## src/rtl/asm_pass_sequencer.sv

```systemverilog
// Two-pass assembler sequencer: walks the source-line buffer once for label
// collection (pass 0) and once for encoding (pass 1), one line per handshake.
//
// Ports:
//   clk_in, rst_in        clock, synchronous active-high reset
//   start_in              start request, honoured only in IDLE
//   num_lines_in          line count, sampled on accepted start (clamped)
//   line_valid_out        current line/pc/pass presented downstream
//   line_ready_in         downstream accepts current line
//   line_err_in           line error flag, sampled on valid && ready
//   line_addr_out, pc_out current line index and byte PC (line*4)
//   pass_out              0 = label pass, 1 = encode pass
//   busy_out, done_out    state != IDLE, one-cycle completion pulse
//   error_out             sticky error since last accepted start
//   err_line_out          line index of the first error since last start
//
// Build option: ASM_ERROR_HALT_EN - a line error ends the run immediately
// (straight to DONE); otherwise errors are only recorded.

module asm_pass_sequencer #(
    parameter  int NUMBER_LINES = 256,
    localparam int LINE_W       = $clog2(NUMBER_LINES),
    localparam int PC_W         = $clog2(NUMBER_LINES * 4)
) (
    input  logic              clk_in,
    input  logic              rst_in,
    input  logic              start_in,
    input  logic [LINE_W:0]   num_lines_in,
    output logic              line_valid_out,
    input  logic              line_ready_in,
    input  logic              line_err_in,
    output logic [LINE_W-1:0] line_addr_out,
    output logic [PC_W-1:0]   pc_out,
    output logic              pass_out,
    output logic              busy_out,
    output logic              done_out,
    output logic              error_out,
    output logic [LINE_W-1:0] err_line_out
);

    localparam logic [2:0] S_IDLE   = 3'd0;
    localparam logic [2:0] S_PASS0  = 3'd1;
    localparam logic [2:0] S_SWITCH = 3'd2;
    localparam logic [2:0] S_PASS1  = 3'd3;
    localparam logic [2:0] S_DONE   = 3'd4;

    logic [2:0]        state;
    logic [LINE_W:0]   n_q;
    logic [LINE_W-1:0] line_q;
    logic              pass_q;
    logic              err_q;
    logic [LINE_W-1:0] err_line_q;

    logic [LINE_W:0]   n_clamp;
    logic              in_pass;
    logic              hs;
    logic              last_line;
    logic              hs_err;

    // Clamp keeps the PC inside the buffer range, so no wrap in a legal run.
    assign n_clamp = (num_lines_in > (LINE_W+1)'(NUMBER_LINES))
                   ? (LINE_W+1)'(NUMBER_LINES) : num_lines_in;

    assign in_pass   = (state == S_PASS0) || (state == S_PASS1);
    assign hs        = in_pass && line_ready_in;
    assign last_line = ({1'b0, line_q} == (n_q - 1'b1));
    assign hs_err    = hs && line_err_in;

    always_ff @(posedge clk_in) begin
        if (rst_in) begin
            state      <= S_IDLE;
            n_q        <= '0;
            line_q     <= '0;
            pass_q     <= 1'b0;
            err_q      <= 1'b0;
            err_line_q <= '0;
        end else begin
            // Only the first error since start is captured.
            if (hs_err && !err_q) begin
                err_q      <= 1'b1;
                err_line_q <= line_q;
            end
            unique case (state)
                S_IDLE: begin
                    if (start_in) begin
                        n_q        <= n_clamp;
                        line_q     <= '0;
                        pass_q     <= 1'b0;
                        err_q      <= 1'b0;
                        err_line_q <= '0;
                        state      <= (n_clamp == '0) ? S_DONE : S_PASS0;
                    end
                end
                S_PASS0, S_PASS1: begin
                    if (hs) begin
`ifdef ASM_ERROR_HALT_EN
                        if (line_err_in) begin
                            line_q <= '0;
                            state  <= S_DONE;
                        end else
`endif
                        if (last_line) begin
                            line_q <= '0;
                            if (state == S_PASS0) begin
                                pass_q <= 1'b1;
                                state  <= S_SWITCH;
                            end else begin
                                state  <= S_DONE;
                            end
                        end else begin
                            line_q <= line_q + 1'b1;
                        end
                    end
                end
                S_SWITCH: begin
                    state <= S_PASS1;
                end
                S_DONE: begin
                    pass_q <= 1'b0;
                    state  <= S_IDLE;
                end
                default: begin
                    state <= S_IDLE;
                end
            endcase
        end
    end

    assign line_valid_out = in_pass;
    assign line_addr_out  = line_q;
    assign pc_out         = PC_W'({line_q, 2'b00});
    assign pass_out       = pass_q;
    assign busy_out       = (state != S_IDLE);
    assign done_out       = (state == S_DONE);
    assign error_out      = err_q;
    assign err_line_out   = err_line_q;

endmodule

```

## config.mk

```make
export PLATFORM = sky130hd
export DESIGN_NAME = asm_pass_sequencer
export DESIGN_NICKNAME = d
export VERILOG_FILES = /design/src/rtl/asm_pass_sequencer.sv
export SDC_FILE = /design/constraint.sdc
export NUM_CORES = 1
export LEC_CHECK = 0
export ABC_AREA = 1
export CAP_MARGIN = 20
export CORE_UTILIZATION = 43
export CTS_CLUSTER_DIAMETER = 120
export CTS_CLUSTER_SIZE = 28
export DETAILED_ROUTE_END_ITERATION = 12
export PLACE_DENSITY = 0.84
export SYNTH_ARGS = -nofsm -noshare
export SYNTH_HDL_FRONTEND = slang
export SYNTH_SLANG_ARGS = --single-unit
```

## constraint.sdc

```tcl
create_clock -name clk_in -period 1.65 [get_ports clk_in]
set_input_delay 0.495 -clock clk_in [delete_from_list [all_inputs] [get_ports clk_in]]
set_output_delay 0.495 -clock clk_in [all_outputs]
set_load 0.1 [all_outputs]
```

## Word level (Yosys, flattened, before mapping)

Cells that the tools add are included.

- Eq/ne operators: 9
- Mux-type cells: 22
- Order comparisons: 1
- Reductions and logical operators: 15
- Add/sub/neg operators: 2

Operator list:

| operator | number |
|---|---|
| two-way mux 8 bit | 6 |
| case mux 8 bit (2 select lines) | 1 |
| two-way mux 3 bit | 5 |
| == test 8 x 9 -> 1 bit | 1 |
| > comparator 9 bit, second input constant | 1 |
| logical NOT 9 bit | 1 |
| two-way mux 9 bit | 1 |
| case mux 3 bit (3 select lines) | 1 |
| subtractor 9 x 1 -> 9 bit, second input constant | 1 |
| adder 8 x 1 -> 8 bit, second input constant | 1 |
| != test 2 bit, second input constant | 4 |
| two-way mux 1 bit | 7 |
| == test 3 x 2 -> 1 bit, second input constant | 2 |
| AND reduction 3 bit | 2 |
| nonzero test 3 bit | 2 |
| AND reduction 5 bit | 1 |
| == test 3 x 1 -> 1 bit, second input constant | 1 |
| == test 3 bit, second input constant | 1 |
| logical AND 1 bit | 3 |
| logical NOT 3 bit | 1 |
| case mux 1 bit (3 select lines) | 1 |
| AND reduction 2 bit | 1 |
| nonzero test 2 bit | 1 |
| OR reduction 2 bit | 1 |
| other kinds (2) | 2 |

- Flip-flop bits (word level): 30
- Logic and storage cells: 55
- Input bits: 14
- Output and inout port bits: 31

## Longest topological paths before layout

Gate-level depths: netlist (run 1).

- Depth in word-level cells: 8
- Depth in mapped cells: 15
- Depth with buffers taken out: 15

## Worst setup path before layout (run 1)

OpenSTA, ideal clock, no wires.

- Kind: register to output
- Start point: register state[2]
- End point: output done_out
- Slack: -1.313 ns
- Data required time: 1.155 ns
- Stages on the path, launching flop included: 3
- Arrival: 2.468 ns
- Path buffers: 0
- Cell sequence: dfxtp_1 -> inv_1 -> nor3_1

- Longest elaborated chain between the ends: 1

RTL lines:

| what | RTL line | RTL |
|---|---|---|
| from (decl) | 47 | `logic [2:0] state;` |
| from (signal assigned) | 91 | `state <= (n_clamp == '0) ? S_DONE : S_PASS0;` |
| == test 3 bit | 134 | `assign done_out = (state == S_DONE);` |
| to (decl) | 36 | `output logic done_out,` |

Every way passes these cells.

## Final worst setup path (run 1)

- Start point: register n_q[0]
- End point: register pass_q, in the netlist pass_out

- Longest elaborated chain between the ends: 4

RTL lines:

| what | RTL line | RTL |
|---|---|---|
| from (decl) | 48 | `logic [LINE_W:0] n_q;` |
| from (signal assigned) | 86 | `n_q <= n_clamp;` |
| subtractor 9 x 1 -> 9 bit | 66 | `assign last_line = ({1'b0, line_q} == (n_q - 1'b1));` |
| == test 8 x 9 -> 1 bit | 66 |  |
| != test 2 bit (no source line) | -- |  |
| AND reduction 5 bit (no source line) | -- |  |
| to (signal assigned) | 74 | `pass_q <= 1'b0;` |
| to (signal assigned) | 88 | `pass_q <= 1'b0;` |
| to (signal assigned) | 105 | `pass_q <= 1'b1;` |
| to (decl) | 50 | `logic pass_q;` |

Every way passes these cells.
A chain may end at the register's enable or synchronous reset.

==> results of run 1 <==
[cells by family after synthesis]
kind of cell    synth area share
other cells              0.00224
fa+ha+maj                 0.0149
simple gates               0.362
buf+inv                    0.126
flops                      0.359
compound gates            0.0942
xor+xnor                  0.0419
[placed cells by master, fill, tap and decap left out, types with 4 or more instances in the layout]
master,synthesis,layout
sky130_fd_sc_hd__dfxtp_2,0,6
sky130_fd_sc_hd__a211oi_2,0,4
sky130_fd_sc_hd__clkbuf_8,0,6
sky130_fd_sc_hd__o21ai_0,12,9
sky130_fd_sc_hd__nand2_4,2,6
sky130_fd_sc_hd__nand3_1,24,20
sky130_fd_sc_hd__nor2_2,5,5
sky130_fd_sc_hd__xor2_1,8,8
sky130_fd_sc_hd__nor2_4,2,4
sky130_fd_sc_hd__inv_2,2,5
sky130_fd_sc_hd__clkdlybuf4s50_1,0,7
sky130_fd_sc_hd__o21ai_1,2,5
sky130_fd_sc_hd__nand3_2,0,4
sky130_fd_sc_hd__nor3_1,5,4
sky130_fd_sc_hd__buf_4,11,28
sky130_fd_sc_hd__inv_1,30,25
sky130_fd_sc_hd__dfxtp_1,30,17
sky130_fd_sc_hd__dfxtp_4,0,7
sky130_fd_sc_hd__nand2_1,45,39
sky130_fd_sc_hd__buf_12,0,30
sky130_fd_sc_hd__nand2_2,4,6
sky130_fd_sc_hd__a21oi_1,4,4
sky130_fd_sc_hd__nor2_1,32,30
[critical path: cells and delay by family (launching register included)]
kind                     cells  cell delay, ns
AND/OR/NAND/NOR             11            0.88
flip-flops                   1            0.33
buffers and inverters        2            0.18
adder cells (fa/ha/maj)      1            0.17
[routing by layer]
| layer | routed length (um) | track usage | part of all wire |
|---|---|---|---|
| met2 | 2760 | 0.453 | 0.51 |
| met3 | 297 | 0.0554 | 0.055 |
| met1 | 2160 | 0.312 | 0.40 |
| met4 | 163 | 0.114 | 0.030 |
| met5 | 0 | 0 | 0 |
[power breakdown]
part,switching [mW],internal (mW)
clock network,0.268,0.336
registers,0.0798,0.778
logic,0.806,0.463
[final cells by class]
class	count	area, um2	area share
multi-input combinational	168	997	0.348
timing repair buffer	72	956	0.334
sequential	30	634	0.221
inverter	32	125	0.0437
clock buffer	7	86.3	0.0301
tap	48	60.1	0.0210
clock inverter	1	5.00	0.00175
[worst paths after layout]
kind | start | cells past startpoint | slack, ns | end
worst max-delay path | n_q[0] | 14 | -0.02 | pass_out
worst min-delay path | pass_out | 2 | 0.52 | pass_out
worst max register to register | n_q[0] | 14 | -0.02 | pass_out
worst min register to register | pass_out | 2 | 0.52 | pass_out
[what timing repair did]
item                       4_1_cts  5_1_grt
setup endpoints to repair       21       23
gates resized for setup         15       25
pin swaps                       13       17
hold endpoints to repair         0        0
buffers inserted                 1        5
gates cloned                     0        0
[flip-flops by register name, indices dropped and copies added (netlist names)]
name,count
err_line_out,8
error_out,1
line_addr_out,8
n_q,9
pass_out,1
state,3
[stage by stage]
step | worst slack [ns] | setup TNS [ns] | utilization
floorplan | -0.256 | -1.98 | -
global placement | -0.269 | -4.34 | 0.712
detailed placement | -0.374 | -5.69 | 0.712
CTS | -0.121 | -0.732 | 0.750
global route | -0.134 | -1.37 | 0.776
finish | -0.0196 | -0.0376 | 0.776
==> metrics.log, run 1 <==
INFO  metric status = finished with violations
INFO  metric violations_in_the_final_reports = setup timing
INFO  metric die_w = between 60 and 70 um
INFO  metric routed_wl = 5380 um
INFO  metric syn_inst = about 240
INFO  metric placedInstanceArea = around 2600 um2
INFO  metric fin_area = roughly 2900 um2
INFO  metric required_time_reported_for_the_critical_path_endpoint = around 1.8 ns
INFO  metric grt_overflow = 0
INFO  metric first_global_vias = ~1800
INFO  metric synth_ff_type = sky130_fd_sc_hd__dfxtp_1
INFO  metric finalMaxSlewViolations = 0
INFO  metric setup_violations = 4
INFO  metric ios = 45
INFO  metric ordered_list_of_cells_on_the_worst_path = inv_2 -> ha_4 -> nand2_2 -> nor2_1 -> nand3_1 -> nand2_1 -> nand2_1 -> nor2_1 -> nand3_2 -> nand2_4 -> buf_6 -> nand3_1 -> nand3_1 -> nand2_1
INFO  metric netlist_top_cells_count = sky130_fd_sc_hd__nand2_1, sky130_fd_sc_hd__nor2_1, sky130_fd_sc_hd__dfxtp_1, sky130_fd_sc_hd__inv_1, sky130_fd_sc_hd__nand3_1
INFO  metric cts_tree = built
INFO  metric numClockSinks = 30
INFO  metric finalNetCount = 325
INFO  metric ir_drop = around 570 uV
INFO  metric cts-root-to-sink-buffers = 2
INFO  metric timing.critical_path.from_type = flip-flop
INFO  metric final_wtd_congestion = slightly below 0.9
INFO  metric maximum_capacitance_violations = 0
INFO  metric clk_latency = around 0.28 ns
INFO  metric antenna_violations_before_repair = 0
INFO  metric slowest_stage_cell_cp = sky130_fd_sc_hd__dfxtp_2
INFO  metric grt_max_degree = 17
INFO  metric fill_cell_count = approximately 220
INFO  metric design.core.area = 3690 um2
INFO  metric power_per_cell_area = approximately 950 nW/um2
INFO  metric synth.yosys.seq_area_share = 0.359
INFO  metric synth_largest_type_area_fraction = 0.359
INFO  metric place.detailed.instances = ~340
INFO  metric period_minus_slack = 1.67 ns
INFO  metric mappedNetlistArea = ~1700 um2
INFO  metric async_flop_share = 0
INFO  metric critical_path.max_fanout = 4
INFO  metric post_synth.cell_area_avg = about 7 um2
INFO  metric area_delta_synth_final = 71.1%
INFO  metric layout-drive-gt1-share = 0.397
INFO  metric drtAntennaViolNets = 0
INFO  metric drt_drc_violations_left = 0
INFO  metric port_buffers = 42
INFO  metric num_rows = 22
INFO  metric timing_worst_setup_path_type = flip-flop to flip-flop
INFO  metric grt_setup_unrepaired = yes
INFO  metric finalCritPeriodShare = 1.01
INFO  metric ys_ff_latch = 30
INFO  metric synth_top_area_cell = sky130_fd_sc_hd__dfxtp_1
INFO  metric yosysUniqueCellTypes = 31
INFO  metric clk_pin_slew = ~0.06 ns
INFO  metric drtIter0Drc = about 220
INFO  metric firstDrtPassIters = 4
INFO  metric estimated_wirelength_of_the_detail_placed_design = around 3500 um
INFO  metric cts_htree_levels = 2
INFO  metric vias_per_cell = between 5 and 6
INFO  metric holdCritPathClass = flip-flop to flip-flop
INFO  metric initial_utilization = 0.454
INFO  metric post_cts_hold_buffer_count = 0
INFO  metric average_wire_per_standard_cell = 15.0 um
INFO  metric die_height = 64.4 um
INFO  metric timing.fmax = approximately 600 MHz
INFO  metric groute.usage.overall = 0.263
INFO  metric worst_hold_slack = roughly 0.52 ns
INFO  metric total_via_count_in_the_routed_design = about 1900
INFO  metric cts_made_buffers = 5
INFO  metric timing.final.hold_violations = 0
INFO  metric yosysWarningCount = 0
INFO  metric synth_top_cells_by_area = sky130_fd_sc_hd__dfxtp_1, sky130_fd_sc_hd__nand2_1, sky130_fd_sc_hd__nand3_1
INFO  metric first_pass_grt_wire_length = about 8400 um
INFO  metric yosys.cell_count.top_type = sky130_fd_sc_hd__nand2_1
INFO  metric static-leakage-power = about 1.2 nW
INFO  metric cts-root-buf = sky130_fd_sc_hd__clkbuf_8
INFO  metric worstSetupEndpointType = flip-flop
INFO  metric critPathArrivalTime = between 1.5 and 2 ns
INFO  metric floorplan.die_area = between 4000 and 5000 um2
INFO  metric layout_setup_ws = -0.0196 ns
INFO  metric critical-path-max-stage-delay = roughly 0.33 ns
INFO  metric worst_clock_skew = around 0.0045 ns
INFO  metric post_layout_nonfiller_instances = 358
INFO  metric antenna_cells = 0
INFO  metric total_power = between 2 and 3 mW
INFO  metric synth-edff-count = 0
Note: power is estimated with default switching activity, not from simulation.
==> inputs of run 2 (changes only) <==
--- a/config.mk
+++ b/config.mk
@@ -7,11 +7,11 @@
 export LEC_CHECK = 0
 export ABC_AREA = 1
 export CAP_MARGIN = 20
-export CORE_UTILIZATION = 43
+export CORE_UTILIZATION = 40
 export CTS_CLUSTER_DIAMETER = 120
 export CTS_CLUSTER_SIZE = 28
 export DETAILED_ROUTE_END_ITERATION = 12
-export PLACE_DENSITY = 0.84
+export PLACE_DENSITY = 0.8
 export SYNTH_ARGS = -nofsm -noshare
 export SYNTH_HDL_FRONTEND = slang
 export SYNTH_SLANG_ARGS = --single-unit
==> metrics.log, run 2 (synthesis results as in run 1) <==
INFO  metric timing.critical_path.depth = 11 (-3)
INFO  metric ios = 45 (unchanged)
INFO  metric p_sw_frac = 0.429 (+0.00608)
INFO  metric cts_made_buffers = 5 (unchanged)
INFO  metric drtIter0Drc = 149 (-31%)
INFO  metric finalNetCount = 326 (+0.31%)
INFO  metric drtAntennaViolNets = 0 (unchanged)
INFO  metric total_power = 2.64 mW (-3.2%)
INFO  metric layout-drive-gt1-share = 0.386 (-0.0109)
INFO  metric first_pass_grt_wire_length = 7620 um (-9.1%)
INFO  metric fill_cell_count = 275 (+27%)
INFO  metric internal_power = 1.51 mW (-4.2%)
INFO  metric die_w = 66.7 um (+3.6%)
INFO  metric post-route-util = 0.713 (-0.0633)
INFO  metric holdCritPathClass = flip-flop to flip-flop
INFO  metric path_delay_family = simple AND/OR/NAND/NOR gates
INFO  metric worst_hold_slack = 0.507 ns (-0.0121 ns)
INFO  metric finalCritPeriodShare = 1.05 (+0.0387)
INFO  metric violations_in_the_final_reports = setup timing
INFO  metric period_minus_slack = 1.73 ns (+0.0639 ns)
INFO  metric share_comb_of_total_power = 0.458 (-0.007)
INFO  metric num_rows = 23 (+4.5%)
INFO  metric grt_setup_unrepaired = yes
INFO  metric clk_pin_slew = 0.06 ns (about the same)
INFO  metric floorplan.die_area = 4450 um2 (+7.3%)
INFO  metric hold_path_depth = 2 (unchanged)
INFO  metric largest_register_ff_count = 9 (unchanged)
INFO  metric cts-root-buf = sky130_fd_sc_hd__clkbuf_8
INFO  metric final_wtd_congestion = 0.867 (+0.25%)
INFO  metric clk_latency = 0.28 ns (about the same)
INFO  metric post_cts_hold_buffer_count = 0 (unchanged)
INFO  metric cts_tree = built
INFO  metric antenna_violations_before_repair = 0 (unchanged)
INFO  metric critical_path.max_fanout = 5 (+1)
INFO  metric groute.usage.overall = 0.228 (-0.0349)
INFO  metric setup_violations = 12 (+8)
INFO  metric finalMaxSlewViolations = 0 (unchanged)
INFO  metric drt_drc_violations_left = 0 (unchanged)
INFO  metric area_delta_synth_final = 70.4%
INFO  metric first_global_vias = 1753 (-3.8%)
INFO  metric fin_area = 2850 um2 (-0.39%)
INFO  metric grt_max_degree = 15 (-2)
INFO  metric switching_power_of_the_nets = 1.13 mW (-1.8%)
INFO  metric power_per_cell_area = 926 nW/um2 (-2.8%)
INFO  metric firstDrtPassIters = 4 (unchanged)
INFO  metric final_cell_mix = sky130_fd_sc_hd__nand2_1, sky130_fd_sc_hd__buf_12, sky130_fd_sc_hd__buf_4
INFO  metric grt_overflow = 0 (unchanged)
INFO  metric slowest_stage_cell_cp = sky130_fd_sc_hd__dfxtp_2
INFO  metric critical-path-max-stage-delay = 0.33 ns (about the same)
INFO  metric timing.critical_path.from_type = flip-flop
INFO  metric finalSetupTns = -0.617 ns (-0.580 ns)
INFO  metric place.detailed.instances = 348 (+1.2%)
INFO  metric layout_setup_ws = -0.0835 ns (-0.0639 ns)
INFO  metric antenna_cells = 0 (unchanged)
INFO  metric design.core.area = 4000 um2 (+8.4%)
INFO  metric post_layout_nonfiller_instances = 361 (+0.84%)
INFO  metric layout_commonest_cell = sky130_fd_sc_hd__nand2_1
INFO  metric worst_clock_skew = 0.00322 ns (-0.00131 ns)
INFO  metric total_via_count_in_the_routed_design = 1841 (-3.6%)
INFO  metric clkPwrFrac = 0.219 (-0.002)
INFO  metric ff2ff_path_depth = 11 (-3)
INFO  metric rrSetupSlack = -0.08 ns (-0.06 ns)
INFO  metric critPathArrivalTime = 1.91 ns (+0.07 ns)
INFO  metric dp_worst_setup_slack = -0.369 ns (+0.00544 ns)
INFO  metric ordered_list_of_cells_on_the_worst_path = buf_4 -> nor2_2 -> nand2_1 -> o21ai_0 -> nand2_1 -> nor2_1 -> nand3_1 -> nand2_2 -> nand2_2 -> o21bai_1 -> inv_1
INFO  metric pwr-share-seq = 0.323 (+0.009)
INFO  metric ir_drop = 541 uV (-5.2%)
INFO  metric timing.fmax = 577 MHz (-3.7%)
INFO  metric worstSetupEndpointType = flip-flop
INFO  metric routed_wl = 5010 um (-6.8%)
INFO  metric estimated_wirelength_of_the_detail_placed_design = 3350 um (-3.1%)
INFO  metric critPathBufInv = 2 (unchanged)
INFO  metric die_height = 66.7 um (+3.6%)
INFO  metric static-leakage-power = 1.25 nW (+0.76%)
INFO  metric status = finished with violations
INFO  metric initial_utilization = 0.419 (-0.0353)
INFO  metric cts_htree_levels = 2 (unchanged)
INFO  metric timing_worst_setup_path_type = flip-flop to flip-flop
INFO  metric average_wire_per_standard_cell = 13.9 um (-7.6%)
INFO  metric placedInstanceArea = 2640 um2 (+0.67%)
INFO  metric top_register = n_q
INFO  metric numClockSinks = 30 (unchanged)
INFO  metric maximum_capacitance_violations = 0 (unchanged)
INFO  metric port_buffers = 42 (unchanged)
INFO  metric required_time_reported_for_the_critical_path_endpoint = 1.83 ns (about the same)
INFO  metric timing.final.hold_violations = 0 (unchanged)
INFO  metric vias_per_cell = 5.10 (-4.4%)
INFO  metric cts-root-to-sink-buffers = 2 (unchanged)
[run 2: area by class of cell]
type | count | area, um2 | area share
timing repair buffer | 73 | 980 | 0.343
multi-input combinational | 168 | 968 | 0.339
sequential | 30 | 634 | 0.222
inverter | 32 | 123 | 0.0430
clock buffer | 5 | 68.8 | 0.0241
tap | 50 | 62.6 | 0.0219
clock inverter | 3 | 16.3 | 0.00570
[run 2: worst paths after layout]
| check | startpoint | to |
|---|---|---|
| worst min-delay path | pass_out | pass_out |
| worst max register to register | n_q[1] | state[0] |
| worst min register to register | pass_out | pass_out |
| worst max-delay path | n_q[1] | state[0] |
[run 2: routing by layer]
layer	wire length (um)	track usage	up-vias
li1	-	-	902
met1	1950	0.265	851
met2	2580	0.400	70
met3	330	0.0479	18
met4	158	0.0957	0
met5	0	0	-
[run 2: timing repair]
action,in CTS,in global routing
setup buffers,4,2
endpoints found under the hold margin,0,0
gates resized for setup,13,13
pin swaps,8,18
setup endpoints to repair,21,24
[run 2: tightest hold or removal path, cell delays in order (launching register included)]
cell                      delay [ns]
sky130_fd_sc_hd__dfxtp_1        0.34
sky130_fd_sc_hd__nand3_1        0.09
sky130_fd_sc_hd__nand2_1        0.04
[run 2: power by group through the flow]
stage / Sequential, mW / Clock, mW / Combinational (mW)
6_report: 0.853 / 0.580 / 1.21
4_1_cts: 0.850 / 0.587 / 1.17
3_5_place_dp: 0.861 / 0 / 1.13
5_1_grt: 0.859 / 0.625 / 1.29
3_3_place_gp: 0.860 / 0 / 1.11
2_1_floorplan: 1.02 / 0 / 0.574
==> inputs of run 3 (changes only) <==
--- a/config.mk
+++ b/config.mk
@@ -6,12 +6,11 @@
 export NUM_CORES = 1
 export LEC_CHECK = 0
 export ABC_AREA = 1
-export CAP_MARGIN = 20
-export CORE_UTILIZATION = 40
+export CORE_UTILIZATION = 43
 export CTS_CLUSTER_DIAMETER = 120
 export CTS_CLUSTER_SIZE = 28
 export DETAILED_ROUTE_END_ITERATION = 12
-export PLACE_DENSITY = 0.8
+export PLACE_DENSITY = 0.84
 export SYNTH_ARGS = -nofsm -noshare
 export SYNTH_HDL_FRONTEND = slang
 export SYNTH_SLANG_ARGS = --single-unit
==> results of run 3 <==
No change in the layout: final DEF, timing and power equal those of run 1.
